===== src/rtl/booth_mul_sched.sv =====
// booth_mul_sched: two requesters share one iterative radix-2 Booth signed
// multiplier. Round-robin arbitration in IDLE, one Booth step per clock in
// RUN, and the product is held in DONE until the consumer takes it.
// Optional feature macro: BOOTH_SCHED_CNT_EN adds the 8-bit op_count port,
// which counts completed response handshakes.
module booth_mul_sched #(
    parameter int WIDTH = 4
) (
    input  logic               clk,
    input  logic               rst_n,
    input  logic               req0_valid,
    output logic               req0_ready,
    input  logic [WIDTH-1:0]   req0_x,
    input  logic [WIDTH-1:0]   req0_y,
    input  logic               req1_valid,
    output logic               req1_ready,
    input  logic [WIDTH-1:0]   req1_x,
    input  logic [WIDTH-1:0]   req1_y,
    output logic               rsp_valid,
    input  logic               rsp_ready,
    output logic               rsp_id,
    output logic [2*WIDTH-1:0] rsp_z,
    output logic               busy
`ifdef BOOTH_SCHED_CNT_EN
   ,output logic [7:0]         op_count
`endif
);

    localparam logic [1:0] S_IDLE = 2'd0;
    localparam logic [1:0] S_RUN  = 2'd1;
    localparam logic [1:0] S_DONE = 2'd2;
    localparam int         CW     = $clog2(WIDTH + 1);

    logic [1:0]         state_q, state_d;
    logic [WIDTH:0]     a_q, a_d;
    logic [WIDTH:0]     m_q;
    logic [WIDTH-1:0]   q_q, q_d;
    logic               qm1_q, qm1_d;
    logic [CW-1:0]      cnt_q;
    logic               id_q;
    logic               last_q;
    logic               rsp_id_q;
    logic [2*WIDTH-1:0] rsp_z_q;

    logic               acc0, acc1, accept, last_step, rsp_hs;
    logic [WIDTH:0]     a_sum;
    logic [WIDTH-1:0]   sel_x, sel_y;

    // Arbitration: a lone requester wins; on a tie the one not granted last wins.
    assign req0_ready = (state_q == S_IDLE) & req0_valid & (~req1_valid | last_q);
    assign req1_ready = (state_q == S_IDLE) & req1_valid & (~req0_valid | ~last_q);
    assign acc0       = req0_ready;
    assign acc1       = req1_ready;
    assign accept     = acc0 | acc1;
    assign sel_x      = acc1 ? req1_x : req0_x;
    assign sel_y      = acc1 ? req1_y : req0_y;
    assign last_step  = (cnt_q == CW'(WIDTH - 1));
    assign rsp_hs     = (state_q == S_DONE) & rsp_ready;

    assign rsp_valid  = (state_q == S_DONE);
    assign busy       = (state_q != S_IDLE);
    assign rsp_id     = rsp_id_q;
    assign rsp_z      = rsp_z_q;

    // One Booth step: add/subtract M by the recoded bit pair, then arithmetic
    // shift of {A,Q,q-1}. A carries one guard bit so -2^(W-1) operands are exact.
    always_comb begin
        a_sum = a_q;
        case ({q_q[0], qm1_q})
            2'b10:   a_sum = a_q - m_q;
            2'b01:   a_sum = a_q + m_q;
            default: a_sum = a_q;
        endcase
        a_d   = {a_sum[WIDTH], a_sum[WIDTH:1]};
        q_d   = {a_sum[0], q_q[WIDTH-1:1]};
        qm1_d = q_q[0];
    end

    // Control FSM next state.
    always_comb begin
        state_d = state_q;
        case (state_q)
            S_IDLE:  if (accept) state_d = S_RUN;
            S_RUN:   if (last_step) state_d = S_DONE;
            S_DONE:  if (rsp_ready) state_d = S_IDLE;
            default: state_d = S_IDLE;
        endcase
    end

    // State, datapath and response registers.
    always_ff @(posedge clk or negedge rst_n) begin
        if (!rst_n) begin
            state_q  <= S_IDLE;
            a_q      <= '0;
            m_q      <= '0;
            q_q      <= '0;
            qm1_q    <= 1'b0;
            cnt_q    <= '0;
            id_q     <= 1'b0;
            last_q   <= 1'b1;
            rsp_id_q <= 1'b0;
            rsp_z_q  <= '0;
        end else begin
            state_q <= state_d;
            if (state_q == S_IDLE && accept) begin
                a_q    <= '0;
                m_q    <= {sel_y[WIDTH-1], sel_y};
                q_q    <= sel_x;
                qm1_q  <= 1'b0;
                cnt_q  <= '0;
                id_q   <= acc1;
                last_q <= acc1;
            end else if (state_q == S_RUN) begin
                a_q   <= a_d;
                q_q   <= q_d;
                qm1_q <= qm1_d;
                cnt_q <= cnt_q + 1'b1;
                // Capture the result separately so it survives the next RUN.
                if (last_step) begin
                    rsp_z_q  <= {a_d[WIDTH-1:0], q_d};
                    rsp_id_q <= id_q;
                end
            end
        end
    end

`ifdef BOOTH_SCHED_CNT_EN
    logic [7:0] op_cnt_q;
    assign op_count = op_cnt_q;

    // Completed-response counter, wraps naturally at 8 bits.
    always_ff @(posedge clk or negedge rst_n) begin
        if (!rst_n) op_cnt_q <= '0;
        else if (rsp_hs) op_cnt_q <= op_cnt_q + 8'd1;
    end
`else
    logic unused_hs;
    assign unused_hs = rsp_hs;
`endif

endmodule


===== config.mk =====
export PLATFORM = sky130hd
export DESIGN_NAME = booth_mul_sched
export DESIGN_NICKNAME = d
export VERILOG_FILES = /design/src/rtl/booth_mul_sched.sv
export SDC_FILE = /design/constraint.sdc
export NUM_CORES = 1
export LEC_CHECK = 0
export BUFFER_PORTS_ARGS = -buffer_cell sky130_fd_sc_hd__buf_2
export CAP_MARGIN = 30
export CORE_MARGIN = 2
export CORE_UTILIZATION = 53
export DETAILED_ROUTE_END_ITERATION = 8
export MAX_ROUTING_LAYER = met4
export PLACE_DENSITY_LB_ADDON = 0.2
export SETUP_SLACK_MARGIN = 0.15
export SLEW_MARGIN = 10
export SYNTH_ARGS = -nofsm -noshare
export SYNTH_HDL_FRONTEND = slang
export SYNTH_SLANG_ARGS = --single-unit
export TNS_END_PERCENT = 100

===== constraint.sdc =====
create_clock -name clk -period 3.25 [get_ports clk]
set_clock_uncertainty 0.05 [all_clocks]
set_input_delay 0.4875 -clock clk [delete_from_list [all_inputs] [get_ports clk]]
set_output_delay 0.4875 -clock clk [all_outputs]
set_load 0.05 [all_outputs]

# [Yosys cells after proc, flatten, opt, wreduce, memory -nomap -nowiden]
# Cells that the tools add are included.
[word_totals] ff_bits=30 in_bits=21 out_inout_bits=13
[op_classes] add_sub_neg=3 n_eq_ne=8 mux=15 n_bitwise=11 reduce_logical=6
[ops] op="$mux 4" n=4
[ops] op="$mux 5" n=2
[ops] op="$pmux 5 s2" n=1
[ops] op="$mux 2" n=3
[ops] op="$mux 3" n=2
[ops] op="$pmux 2 s3" n=1
[ops] op="$reduce_and 3->1" n=2
[ops] op="$add 5x5->5" n=1
[ops] op="$sub 5x5->5" n=1
[ops] op="$and 1x1->1" n=4
[ops] op="$eq 2x1->1 const B" n=2
[ops] op="$eq 2x2->1 const B" n=2
[ops] op="$ne 2x2->1 const B" n=2
[ops] op="$not 1->1" n=4
[ops] op="$reduce_bool 2->1" n=2
[ops] op="$add 3x1->3 const B" n=1
[ops] op="$eq 3x2->1 const B" n=1
[ops] op="$or 1x1->1" n=3
[ops] op="$logic_not 2->1" n=1
[ops] op="$mux 1" n=2
[ops] op="$ne 2x1->1 const B" n=1
[ops] op="$logic_and 1x1->1" n=1

# [Longest topological paths before layout]
# Gate-level depths: netlist (run 1).
[depth] word_depth=7 depth_mapped=10 depth_no_buf=10

# [Worst setup path after synthesis (run 1)]
# Ideal clock, no wire load.
[synth_path] kind="reg-to-reg" from="register q_q[0]" to="register rsp_z_q[7] (netlist: rsp_z[7])" setup_time_ns=0.124 arrival_time_ns=2.254 required_time_ns=3.076 slack_ns=0.822 stages_incl_launch_ff=10 n_path_buf=0 period_less_slack_ns=2.428 path_cell_list="dfrtp_1 > inv_1 > ha_1 > mux2_2 > fa_1 > a21o_1 > a21oi_2 > xnor2_1 > o21a_1 > o31a_1"
[synth_via] elab_chain_len=2 word_cells_on_any_way=3
[synth_lines] item="from (decl)" line_no="37" text="logic [WIDTH-1:0] q_q, q_d;"
[synth_lines] item="from (signal assigned)" line_no="108" text="q_q <= sel_x;"
[synth_lines] item="from (signal assigned)" line_no="115" text="q_q <= q_d;"
[synth_lines] item="$eq 2x1->1 / $eq 2x2->1 (equally long branches)" line_no="69" text="case ({q_q[0], qm1_q})"
[synth_lines] item="$pmux 5 s2 (*)" line_no="69"
[synth_lines] item="to (signal assigned)" line_no="120" text="rsp_z_q <= {a_d[WIDTH-1:0], q_d};"
[synth_lines] item="to (decl)" line_no="43" text="logic [2*WIDTH-1:0] rsp_z_q;"
# Every way passes the cells marked *; elsewhere a longest branch is shown, timed or not.
# A chain may end at the register's enable or synchronous reset.

# [Worst setup path in the final report (run 1)]
# Ends and elaborated chain as after synthesis.

==> flow_summary.rst, run 1 <==
.. list-table::
   :header-rows: 1

   * - Metric
     - Value
   * - Antenna-violating nets left
     - 0
   * - Crit path DAT
     - around 2.8 ns
   * - Drt wl/cell
     - 13.1 µm
   * - Detailed placement HPWL
     - between 2000 and 2500 µm
   * - Initial drt markers
     - 18
   * - Critical Path Source Type
     - register
   * - Ratio of cells with drive above 1 in the final layout
     - a little over a quarter
   * - Post-synthesis net count
     - 191
   * - Floorplan die height
     - 58.2 µm
   * - FMAX
     - 386 MHz
   * - Setup bufs post-CTS
     - 0
   * - Count of filler cells inserted in the layout
     - 229
   * - Final Critical Period
     - approximately 2.6 ns
   * - FF+latch count, synth
     - 29
   * - Critical path capture point type
     - register
   * - Area of the die
     - between 3000 and 4000 µm²
   * - Post-synth design cell area
     - 1560 µm²
   * - Buf/Inv on CP
     - 1
   * - Number of global-route vias before repair
     - 1242
   * - Detailed-router iteration count before antenna repair
     - 4
   * - Reg2Reg Setup Slack
     - 0.66 ns
   * - Accumulated negative setup slack
     - 0 ns
   * - Crit path kind
     - register to register
   * - Total count of max-transition violations in the final report
     - 0
   * - CTS tree
     - built
   * - Pin count of the biggest net entering global routing
     - 30
   * - Depth of the most critical reg-to-reg path
     - 9
   * - Number of warnings printed during yosys synthesis
     - 0
   * - Average footprint of a synthesized cell
     - 9.74 µm²
   * - H-tree depth
     - 2
   * - Final antenna diode count
     - 0
   * - Routability congestion estimate
     - a little under 0.8
   * - Post-synthesis instance total
     - 160
   * - Total core area
     - 2780 µm²
   * - Overall track demand over capacity in global routing
     - between 20% and 30%
   * - Fraction of the cycle the final worst path needs
     - 79.6%
   * - Clock-pin slew reported for the worst setup and hold paths after clock tree synthesis
     - roughly 0.09 ns
   * - Critical path cell sequence
     - inv_1, ha_1, mux2_2, fa_1, a21o_1, a21oi_2, xnor2_1, o21a_1, o31a_1
   * - Sinks on the clock net
     - 29
   * - Slew at the pin closest to its max-slew limit
     - about 0.69 ns
   * - CTS max path bufs
     - 2
   * - Post-cts resize count
     - 0
   * - Via density per instance
     - approximately 5.5
   * - Reg-to-reg critical path endpoint
     - rsp_z[7]
   * - Inserted Clock Buffers
     - 5
   * - Worst Path Required
     - 3.41 ns
   * - Origin of the worst setup path
     - q_q[0]
   * - Highest-count cells in the layout ignoring fill and taps
     - sky130_fd_sc_hd__buf_2 (33), sky130_fd_sc_hd__dfrtp_1 (28), sky130_fd_sc_hd__nand2_1 (21)
   * - X dimension of the die
     - between 50 and 60 µm
   * - Final Hold Violating Endpoints
     - 0
   * - Insertion delay to the later sink of the worst-skew pair
     - 0.33 ns
   * - Fraction of registers with async set or reset after synthesis
     - 100%
   * - Unrepaired setup endpoints after global routing
     - false
   * - Number of port buffers
     - 33
   * - Grt total ovfl
     - 0
   * - Total wirelength of the detailed-routed design
     - just under 3000 µm
   * - Cell class contributing the biggest share of worst-path delay
     - compound AO/OA/AOI/OAI gates
   * - Largest fanout on the critical path
     - 5
   * - Count of hold-fix buffers inserted at cts
     - 0
   * - Residual DRC count
     - 0
   * - Boundary pin count
     - 34
   * - Number of enable flip-flop cells after synthesis
     - 0
   * - Antenna violations before repair
     - 0
   * - Cell at the root of the clock tree
     - sky130_fd_sc_hd__clkbuf_4
   * - Delay of the slowest cell on the worst path
     - 0.43 ns
   * - Worst-path cell with the longest stage delay
     - sky130_fd_sc_hd__fa_1
   * - Starting Density
     - a little under three fifths
   * - Worst max-slew margin expressed relative to the limit
     - about 54%
   * - Final layout net count
     - 226
   * - Hold crit path type
     - input pin to asynchronous set/reset pin
   * - Synthesis-to-layout area growth
     - 15.6%
   * - Main synth FF type
     - sky130_fd_sc_hd__dfrtp_1
   * - Num rows
     - 19
   * - Wire length of the first global-routing pass
     - 5400 µm
   * - Yosys cell types
     - 35
   * - Worst r2r src
     - q_q[0]
   * - Most frequent standard cell in the layout excluding fill and tap cells
     - sky130_fd_sc_hd__buf_2
   * - Status
     - complete, no violations
   * - Post-synthesis sequential area ratio
     - 46.7%
   * - Finish-stage setup viols
     - 0
   * - Number of vias after detailed routing
     - roughly 1.2k
   * - Number of maximum-capacitance constraint violations
     - 0
-- cell type report --
cell class	count	area, µm²	area share [%]
multi-input cells	119	785	43.6
flip-flops and latches	29	727	40.4
repair buffers	33	165	9.17
inverters	7	26.3	1.46
well taps	31	38.8	2.15
clock buffers	8	58.8	3.27
-- flip-flops by register name, indices dropped and copies added, names as in the netlist --
register and flops:
state_q 2, a_q 4, qm1_q 1, rsp_id 1
id_q 1, m_q 4, last_q 1, q_q 4
cnt_q 3, rsp_z 8
-- through the flow --
step | instance area, µm² | worst slack [ns] | hold WS, ns | util (%) | instances
4_1_cts | 1800 | 0.660 | 0.130 | 64.7 | 227
3_3_place_gp | 1740 | 0.756 | 0.406 | 62.6 | 219
3_5_place_dp | 1740 | 0.674 | 0.415 | 62.6 | 219
5_1_grt | 1800 | 0.527 | 0.144 | 64.7 | 227
2_1_floorplan | 1560 | 0.822 | 0.142 | - | 160
6_report | 1800 | 0.661 | 0.119 | 64.7 | 227
-- routing by layer --
metal | global-route usage (%) | share of wire (%)
met5 | - | 0
met4 | 9.30 | 2.4
met3 | 6.70 | 5.4
met2 | 35.2 | 47
met1 | 24.8 | 45
-- synthesized netlist by cell type, drive strengths merged (3+ instances only) --
master | count | area (µm²)
ha | 9 | 113
xor2 | 3 | 26.3
inv | 7 | 26.3
a31oi | 6 | 37.5
nand2b | 3 | 18.8
nand3 | 10 | 55.1
a21oi | 7 | 42.5
o22ai | 3 | 18.8
o21ai | 16 | 83.8
nand2 | 22 | 85.1
dfrtp | 28 | 701
clkbuf | 4 | 15.0
nor2 | 12 | 52.6
mux2i | 5 | 50.1
mux2 | 5 | 56.3
-- logic make-up after synthesis --
| family | share of synthesized area (%) |
|---|---|
| multiplexers | 6.83 |
| buffers and inverters | 2.97 |
| XOR/XNOR | 2.81 |
| adder cells (fa/ha/maj) | 8.51 |
| AO/OA/AOI/OAI | 16.1 |
| flip-flops | 46.7 |
| AND/OR/NAND/NOR | 16.1 |
-- worst max-delay path by stage --
stage	endpoint	slack, ns	depth (start not counted)
2_1_floorplan	rsp_z[7]	0.82	9
3_3_place_gp	rsp_z[7]	0.76	9
3_5_place_dp	rsp_z[7]	0.67	9
4_1_cts	a_q[3]	0.66	9
5_1_grt	rsp_z[7]	0.53	9
6_report	rsp_z[7]	0.66	9
Power of run 1 is left out: the tool's default activity adds up to more than one toggle a clock period on the data nets, which glitch-free logic cannot reach.
==> run 2, diff against run 1 <==
--- a/config.mk
+++ b/config.mk
@@ -5,10 +5,11 @@
 export SDC_FILE = /design/constraint.sdc
 export NUM_CORES = 1
 export LEC_CHECK = 0
+export ABC_AREA = 1
 export BUFFER_PORTS_ARGS = -buffer_cell sky130_fd_sc_hd__buf_2
 export CAP_MARGIN = 30
 export CORE_MARGIN = 2
-export CORE_UTILIZATION = 53
+export CORE_UTILIZATION = 54
 export DETAILED_ROUTE_END_ITERATION = 8
 export MAX_ROUTING_LAYER = met4
 export PLACE_DENSITY_LB_ADDON = 0.2
==> constraint.sdc (replaced) <==
create_clock -name clk -period 2.5 [get_ports clk]
set_clock_uncertainty 0.05 [all_clocks]
set_input_delay 0.375 -clock clk [delete_from_list [all_inputs] [get_ports clk]]
set_output_delay 0.375 -clock clk [all_outputs]
set_load 0.05 [all_outputs]
==> flow_summary.rst, run 2 <==
.. list-table::
   :header-rows: 1

   * - Metric
     - Value
   * - Num rows
     - 19
   * - Total count of max-transition violations in the final report
     - 0
   * - Post-synthesis instance total
     - 190
   * - Number of global-route vias before repair
     - 1348
   * - Critical path capture point type
     - register
   * - Hold slack final
     - -0.00701 ns
   * - Number of vias after detailed routing
     - 1386
   * - Unrepaired setup endpoints after global routing
     - false
   * - Worst Path Required
     - between 2 and 3 ns
   * - Number of enable flip-flop cells after synthesis
     - 0
   * - Setup bufs post-CTS
     - 0
   * - Largest fanout on the critical path
     - 4
   * - Residual DRC count
     - 2
   * - H-tree depth
     - 2
   * - FF+latch count, synth
     - 29
   * - Library cell with the highest instance count after synthesis
     - sky130_fd_sc_hd__nand2_1
   * - Detailed-router iteration count before antenna repair
     - 6
   * - Highest-count cells in the layout ignoring fill and taps
     - sky130_fd_sc_hd__nand2_1 (53), sky130_fd_sc_hd__buf_2 (33), sky130_fd_sc_hd__dfrtp_1 (28)
   * - Area fraction in compound gates after synthesis
     - 13.8%
   * - Average footprint of a synthesized cell
     - 8.47 µm²
   * - Clock-pin slew reported for the worst setup and hold paths after clock tree synthesis
     - 0.10 ns
   * - Finish-stage setup viols
     - 0
   * - Post-synthesis net count
     - 221
   * - Post-synthesis sequential area ratio
     - approximately 45%
   * - Fraction of synthesized cell area in xor and xnor cells
     - 0.544%
   * - Status
     - finished with violations
   * - Initial drt markers
     - 46
   * - Most frequent standard cell in the layout excluding fill and tap cells
     - sky130_fd_sc_hd__nand2_1
   * - Post-synthesis adder-cell area fraction
     - 8.24%
   * - Violated checks
     - design-rule violations, negative hold slack
   * - Final Critical Period
     - 2.08 ns
   * - Sequential cell area in the final layout
     - 727 µm²
   * - Fraction of synthesized cell area taken by the top area cell type
     - roughly 44%
   * - Fraction of the cycle the final worst path needs
     - 83.4%
   * - Boundary pin count
     - 34
   * - Total core area
     - 2810 µm²
   * - Final layout net count
     - 258
   * - Crit path kind
     - register to register
   * - Fraction of registers with async set or reset after synthesis
     - 100%
   * - Reg2Reg Setup Slack
     - 0.42 ns
   * - Area of the die
     - 3430 µm²
   * - Cells taking the most area after synthesis
     - sky130_fd_sc_hd__dfrtp_1 (44%), sky130_fd_sc_hd__nand2_1 (12%), sky130_fd_sc_hd__ha_1 (7.0%)
   * - Synthesis-to-layout area growth
     - 17.3%
   * - Number of maximum-capacitance constraint violations
     - 0
   * - Accumulated negative setup slack
     - 0 ns
   * - Antenna-violating nets left
     - 0
   * - Largest family of logic cells by synthesized area
     - simple AND/OR/NAND/NOR gates
   * - Critical Path Source Type
     - register
   * - Overall track demand over capacity in global routing
     - 23.2%
   * - Drt wl/cell
     - 12.6 µm
   * - Routability congestion estimate
     - 0.873
   * - Starting Density
     - 57.4%
   * - Yosys cell types
     - 29
   * - Ratio of cells with drive above 1 in the final layout
     - 24.6%
   * - Grt total ovfl
     - 0
   * - Cell at the root of the clock tree
     - sky130_fd_sc_hd__clkbuf_4
   * - Floorplan die height
     - 58.6 µm
   * - Hold crit path type
     - input pin to asynchronous set/reset pin
   * - Most instantiated cells after synthesis
     - sky130_fd_sc_hd__nand2_1 (53), sky130_fd_sc_hd__dfrtp_1 (28), sky130_fd_sc_hd__inv_1 (21), sky130_fd_sc_hd__nor2_1 (12)
   * - Detailed placement HPWL
     - 2490 µm
   * - Post-synth design cell area
     - ~1600 µm²
   * - Multiplexer area fraction after synthesis
     - 0.622%
   * - Final antenna diode count
     - 0
   * - CTS tree
     - built
   * - Via density per instance
     - 5.35
   * - Area of combinational cells with multiple inputs
     - 758 µm²
   * - Main synth FF type
     - sky130_fd_sc_hd__dfrtp_1
   * - CTS max path bufs
     - 2
   * - Antenna violations before repair
     - 0
   * - Slew at the pin closest to its max-slew limit
     - roughly 0.61 ns
   * - Number of warnings printed during yosys synthesis
     - 0
   * - Pin count of the biggest net entering global routing
     - 30
   * - Inserted Clock Buffers
     - 5
   * - Wire length of the first global-routing pass
     - 5810 µm
   * - X dimension of the die
     - 58.6 µm
   * - Number of flip-flops under the largest register name
     - 8
   * - FMAX
     - 480 MHz
   * - Total wirelength of the detailed-routed design
     - roughly 3300 µm
   * - Number of port buffers
     - 33
   * - Insertion delay to the later sink of the worst-skew pair
     - around 0.33 ns
   * - Crit path DAT
     - 2.25 ns
   * - Final Hold Violating Endpoints
     - 14
   * - Post-synthesis cell type with the largest combined area
     - sky130_fd_sc_hd__dfrtp_1
   * - Sinks on the clock net
     - 29
   * - Synthesized-area fraction occupied by and/or/nand/nor cells
     - 23.7%
   * - Worst max-slew margin expressed relative to the limit
     - 59.3%
   * - Count of filler cells inserted in the layout
     - 235
-- run 2: final cells by class --
type | count | area share [%]
multi-input combinational | 133 | 40.2
clock buffer | 5 | 1.99
sequential | 29 | 38.5
tap | 31 | 2.05
clock inverter | 3 | 3.45
timing repair buffer | 33 | 8.75
inverter | 25 | 5.10
-- run 2: worst paths after layout --
path | start | depth (start not counted) | endpoint
hold / removal | rst_n | 1 | a_q[3]
max in group asynchronous | rst_n | 1 | m_q[1]
setup / recovery | q_q[0] | 9 | a_q[1]
setup reg to reg | q_q[0] | 9 | a_q[1]
hold reg to reg | rsp_z[3] | 2 | rsp_z[3]
min in group clk | rsp_ready | 2 | state_q[1]
-- run 2: logic make-up after synthesis --
kind of cell	Yosys count
flip-flops	29
buffers and inverters	28
multiplexers	1
adder cells (fa/ha/maj)	10
XOR/XNOR	1
AO/OA/AOI/OAI	39
AND/OR/NAND/NOR	82
-- run 2: timing repair --
action / in CTS / in global routing
setup endpoints to repair: 0 / 4
gates resized for setup: 0 / 2
hold buffers: 0 / 0
-- run 2: through the flow --
step                      setup slack (ns)  hold slack [ns]  util (%)  instances  instance area (µm²)
after floorplan                      0.551           0.0294         -        190                 1610
after global placement               0.413            0.369      63.6        251                 1780
after detailed placement             0.305            0.368      63.6        251                 1780
after CTS                            0.294           0.0103      67.2        259                 1890
after global routing                 0.181           0.0235      67.3        259                 1890
final                                0.415         -0.00701      67.3        259                 1890
-- run 2: metal layers --
layer	GRT usage (%)	share of wire, %	routed length, µm	vias to the layer above
met2	37.1	45	1480	53
li1	-	-	-	690
met1	28.6	46	1490	636
met5	-	0	0	-
met3	6.37	6.9	223	7
met4	7.47	1.8	60	0
-- run 2: critical path: stages (launching register included) --
cell                       delay (ns)
sky130_fd_sc_hd__dfrtp_1         0.40
sky130_fd_sc_hd__inv_1           0.08
sky130_fd_sc_hd__ha_1            0.21
sky130_fd_sc_hd__inv_1           0.10
sky130_fd_sc_hd__nand2_1         0.07
sky130_fd_sc_hd__o21ai_1         0.11
sky130_fd_sc_hd__fa_2            0.39
sky130_fd_sc_hd__o21ai_0         0.22
sky130_fd_sc_hd__a21boi_0        0.27
sky130_fd_sc_hd__o21ai_1         0.09
Power of run 2 is left out for the same reason.
==> run 3, diff against run 2 <==
--- a/config.mk
+++ b/config.mk
@@ -9,7 +9,7 @@
 export BUFFER_PORTS_ARGS = -buffer_cell sky130_fd_sc_hd__buf_2
 export CAP_MARGIN = 30
 export CORE_MARGIN = 2
-export CORE_UTILIZATION = 54
+export CORE_UTILIZATION = 48
 export DETAILED_ROUTE_END_ITERATION = 8
 export MAX_ROUTING_LAYER = met4
 export PLACE_DENSITY_LB_ADDON = 0.2
==> constraint.sdc (replaced) <==
create_clock -name clk -period 1.86 [get_ports clk]
set_clock_uncertainty 0.05 [all_clocks]
set_input_delay 0.279 -clock clk [delete_from_list [all_inputs] [get_ports clk]]
set_output_delay 0.279 -clock clk [all_outputs]
set_load 0.05 [all_outputs]
==> flow_summary.rst, run 3 (synthesis results as in run 2) <==
.. list-table::
   :header-rows: 1

   * - Metric
     - Value
   * - Total wirelength of the detailed-routed design
     - around 3600 µm
   * - Sequential cell area in the final layout
     - 729 µm²
   * - Dpl cells
     - 271
   * - Worst max-slew margin expressed relative to the limit
     - 57.1%
   * - Critical Path Source Type
     - register
   * - Slew at the pin closest to its max-slew limit
     - between 0.6 and 0.7 ns
   * - Detailed placement HPWL
     - ~2500 µm
   * - Sinks on the clock net
     - 29
   * - Worst Path Required
     - ~2.0 ns
   * - Fraction of the cycle the final worst path needs
     - 106%
   * - Worst r2r src
     - q_q[0]
   * - Reg2Reg Setup Slack
     - -0.12 ns
   * - Hold crit path type
     - input pin to register
   * - FMAX
     - between 500 and 600 MHz
   * - Critical path capture point type
     - register
   * - Count of filler cells inserted in the layout
     - 294
   * - Critical path capture point
     - rsp_z[6]
   * - Violated checks
     - negative setup slack
   * - Number of vias after detailed routing
     - 1421
   * - Ratio of cells with drive above 1 in the final layout
     - between 30% and 40%
   * - Inserted Clock Buffers
     - 5
   * - Crit path kind
     - register to register
   * - Floorplan die height
     - between 60 and 70 µm
   * - Antenna violations before repair
     - 0
   * - Worst-case setup margin in the final layout
     - -0.115 ns
   * - Residual DRC count
     - 0
   * - Number of global-route vias before repair
     - ~1.4k
   * - H-tree depth
     - 2
   * - Num rows
     - 21
   * - Final antenna diode count
     - 0
   * - Cell at the root of the clock tree
     - sky130_fd_sc_hd__clkbuf_4
   * - Hold slack final
     - approximately 0.063 ns
   * - Finish-stage setup viols
     - 4
   * - Overall track demand over capacity in global routing
     - 21.7%
   * - Final layout net count
     - about 270
   * - Detailed-router iteration count before antenna repair
     - 4
   * - Wire length of the first global-routing pass
     - slightly below 6000 µm
   * - Boundary pin count
     - 34
   * - CTS tree
     - built
   * - Origin of the worst setup path
     - q_q[0]
   * - Area of the die
     - 3830 µm²
   * - Crit path DAT
     - 2.16 ns
   * - Final Critical Period
     - 1.98 ns
   * - Reg-to-reg critical path endpoint
     - rsp_z[6]
   * - Antenna-violating nets left
     - 0
   * - Number of flip-flops under the largest register name
     - 8
   * - Starting Density
     - just under 50%
   * - Final Hold Violating Endpoints
     - 0
   * - Pin count of the biggest net entering global routing
     - 30
   * - X dimension of the die
     - 61.9 µm
   * - Status
     - finished with violations
   * - Number of maximum-capacitance constraint violations
     - 0
   * - Number of port buffers
     - 33
   * - Synthesis-to-layout area growth
     - 33.1%
   * - Largest fanout on the critical path
     - 4
   * - Clock-pin slew reported for the worst setup and hold paths after clock tree synthesis
     - ~0.09 ns
   * - Total core area
     - ~3300 µm²
   * - Routability congestion estimate
     - 0.841
   * - Unrepaired setup endpoints after global routing
     - true
   * - Total count of max-transition violations in the final report
     - 0
   * - Most frequent standard cell in the layout excluding fill and tap cells
     - sky130_fd_sc_hd__nand2_1
   * - Via density per instance
     - 4.92
   * - CTS max path bufs
     - 2
   * - Area of combinational cells with multiple inputs
     - ~860 µm²
   * - Depth of the most critical reg-to-reg path
     - 11
   * - Highest-count cells in the layout ignoring fill and taps
     - sky130_fd_sc_hd__nand2_1 (51), sky130_fd_sc_hd__buf_2 (31), sky130_fd_sc_hd__dfrtp_1 (26)
   * - Drt wl/cell
     - 12.5 µm
   * - Initial drt markers
     - 62
   * - Grt total ovfl
     - 0
   * - Insertion delay to the later sink of the worst-skew pair
     - 0.33 ns
   * - Fin cells
     - 289
run 3: cell types whose count changed in the layout (fill, tap and decap cells not counted), moves of 3 or more:
cell | previous run | this run
sky130_fd_sc_hd__buf_8 | 0 | 3
sky130_fd_sc_hd__buf_4 | 0 | 13
sky130_fd_sc_hd__inv_2 | 3 | 6
sky130_fd_sc_hd__inv_1 | 21 | 16
sky130_fd_sc_hd__o22ai_1 | 8 | 5
sky130_fd_sc_hd__o22ai_2 | 0 | 3
run 3: timing repair:
action                                  CTS  global route
setup buffers                             3             6
hold endpoints to repair                 28             0
pin swaps                                 5            11
endpoints found under the setup margin   10            15
hold buffers                              1             0
resized for setup                        12            24
run 3: stage by stage:
stage	instance area (µm²)	utilization (%)	setup WS [ns]	setup TNS, ns
3_5_place_dp	1840	56.2	-0.157	-0.678
6_report	2140	65.2	-0.115	-0.405
2_1_floorplan	1610	-	0.0523	0
4_1_cts	2000	60.9	-0.0949	-0.401
3_3_place_gp	1840	56.2	-0.108	-0.305
5_1_grt	2140	65.2	-0.260	-1.25
run 3: layout make-up:
type,instances,share of cell area [%]
multi-input cells,133,40.1
flip-flops and latches,29,34.1
repair buffers,48,14.4
inverters,25,4.85
well taps,46,2.69
clock buffers,7,2.57
clock inverters,1,1.40
run 3: worst max-delay path, cell delays in order, from the launching register on:
cell and delay, ns:
sky130_fd_sc_hd__dfrtp_1 0.37, sky130_fd_sc_hd__inv_2 0.06, sky130_fd_sc_hd__ha_4 0.17, sky130_fd_sc_hd__inv_2 0.10, sky130_fd_sc_hd__nand2_1 0.09, sky130_fd_sc_hd__o22ai_2 0.19, sky130_fd_sc_hd__ha_1 0.31, sky130_fd_sc_hd__a21oi_2 0.16
sky130_fd_sc_hd__a21oi_1 0.07, sky130_fd_sc_hd__nand3b_1 0.17, sky130_fd_sc_hd__nand3_1 0.09, sky130_fd_sc_hd__nand2_1 0.05
run 3: per-layer routing:
layer  wire, µm  global-route usage, %  vias up
li1           -                      -      727
met2       1810                   37.4       21
met1       1640                   25.5      666
met5          0                      -        -
met4         51                   7.29        0
met3        104                   3.73        7
run 3: how the worst min path moves through the flow:
stage                     depth (start not counted)      start  slack, ns    endpoint
after floorplan                                   0      rst_n      -0.07      a_q[0]
after global placement                            1      rst_n       0.30      m_q[1]
after detailed placement                          1      rst_n       0.30      a_q[3]
after CTS                                         2  rsp_ready       0.07  state_q[1]
after global routing                              2  rsp_ready       0.08  state_q[1]
final                                             2  rsp_ready       0.06  state_q[1]
Power of run 3 is left out for the same reason.
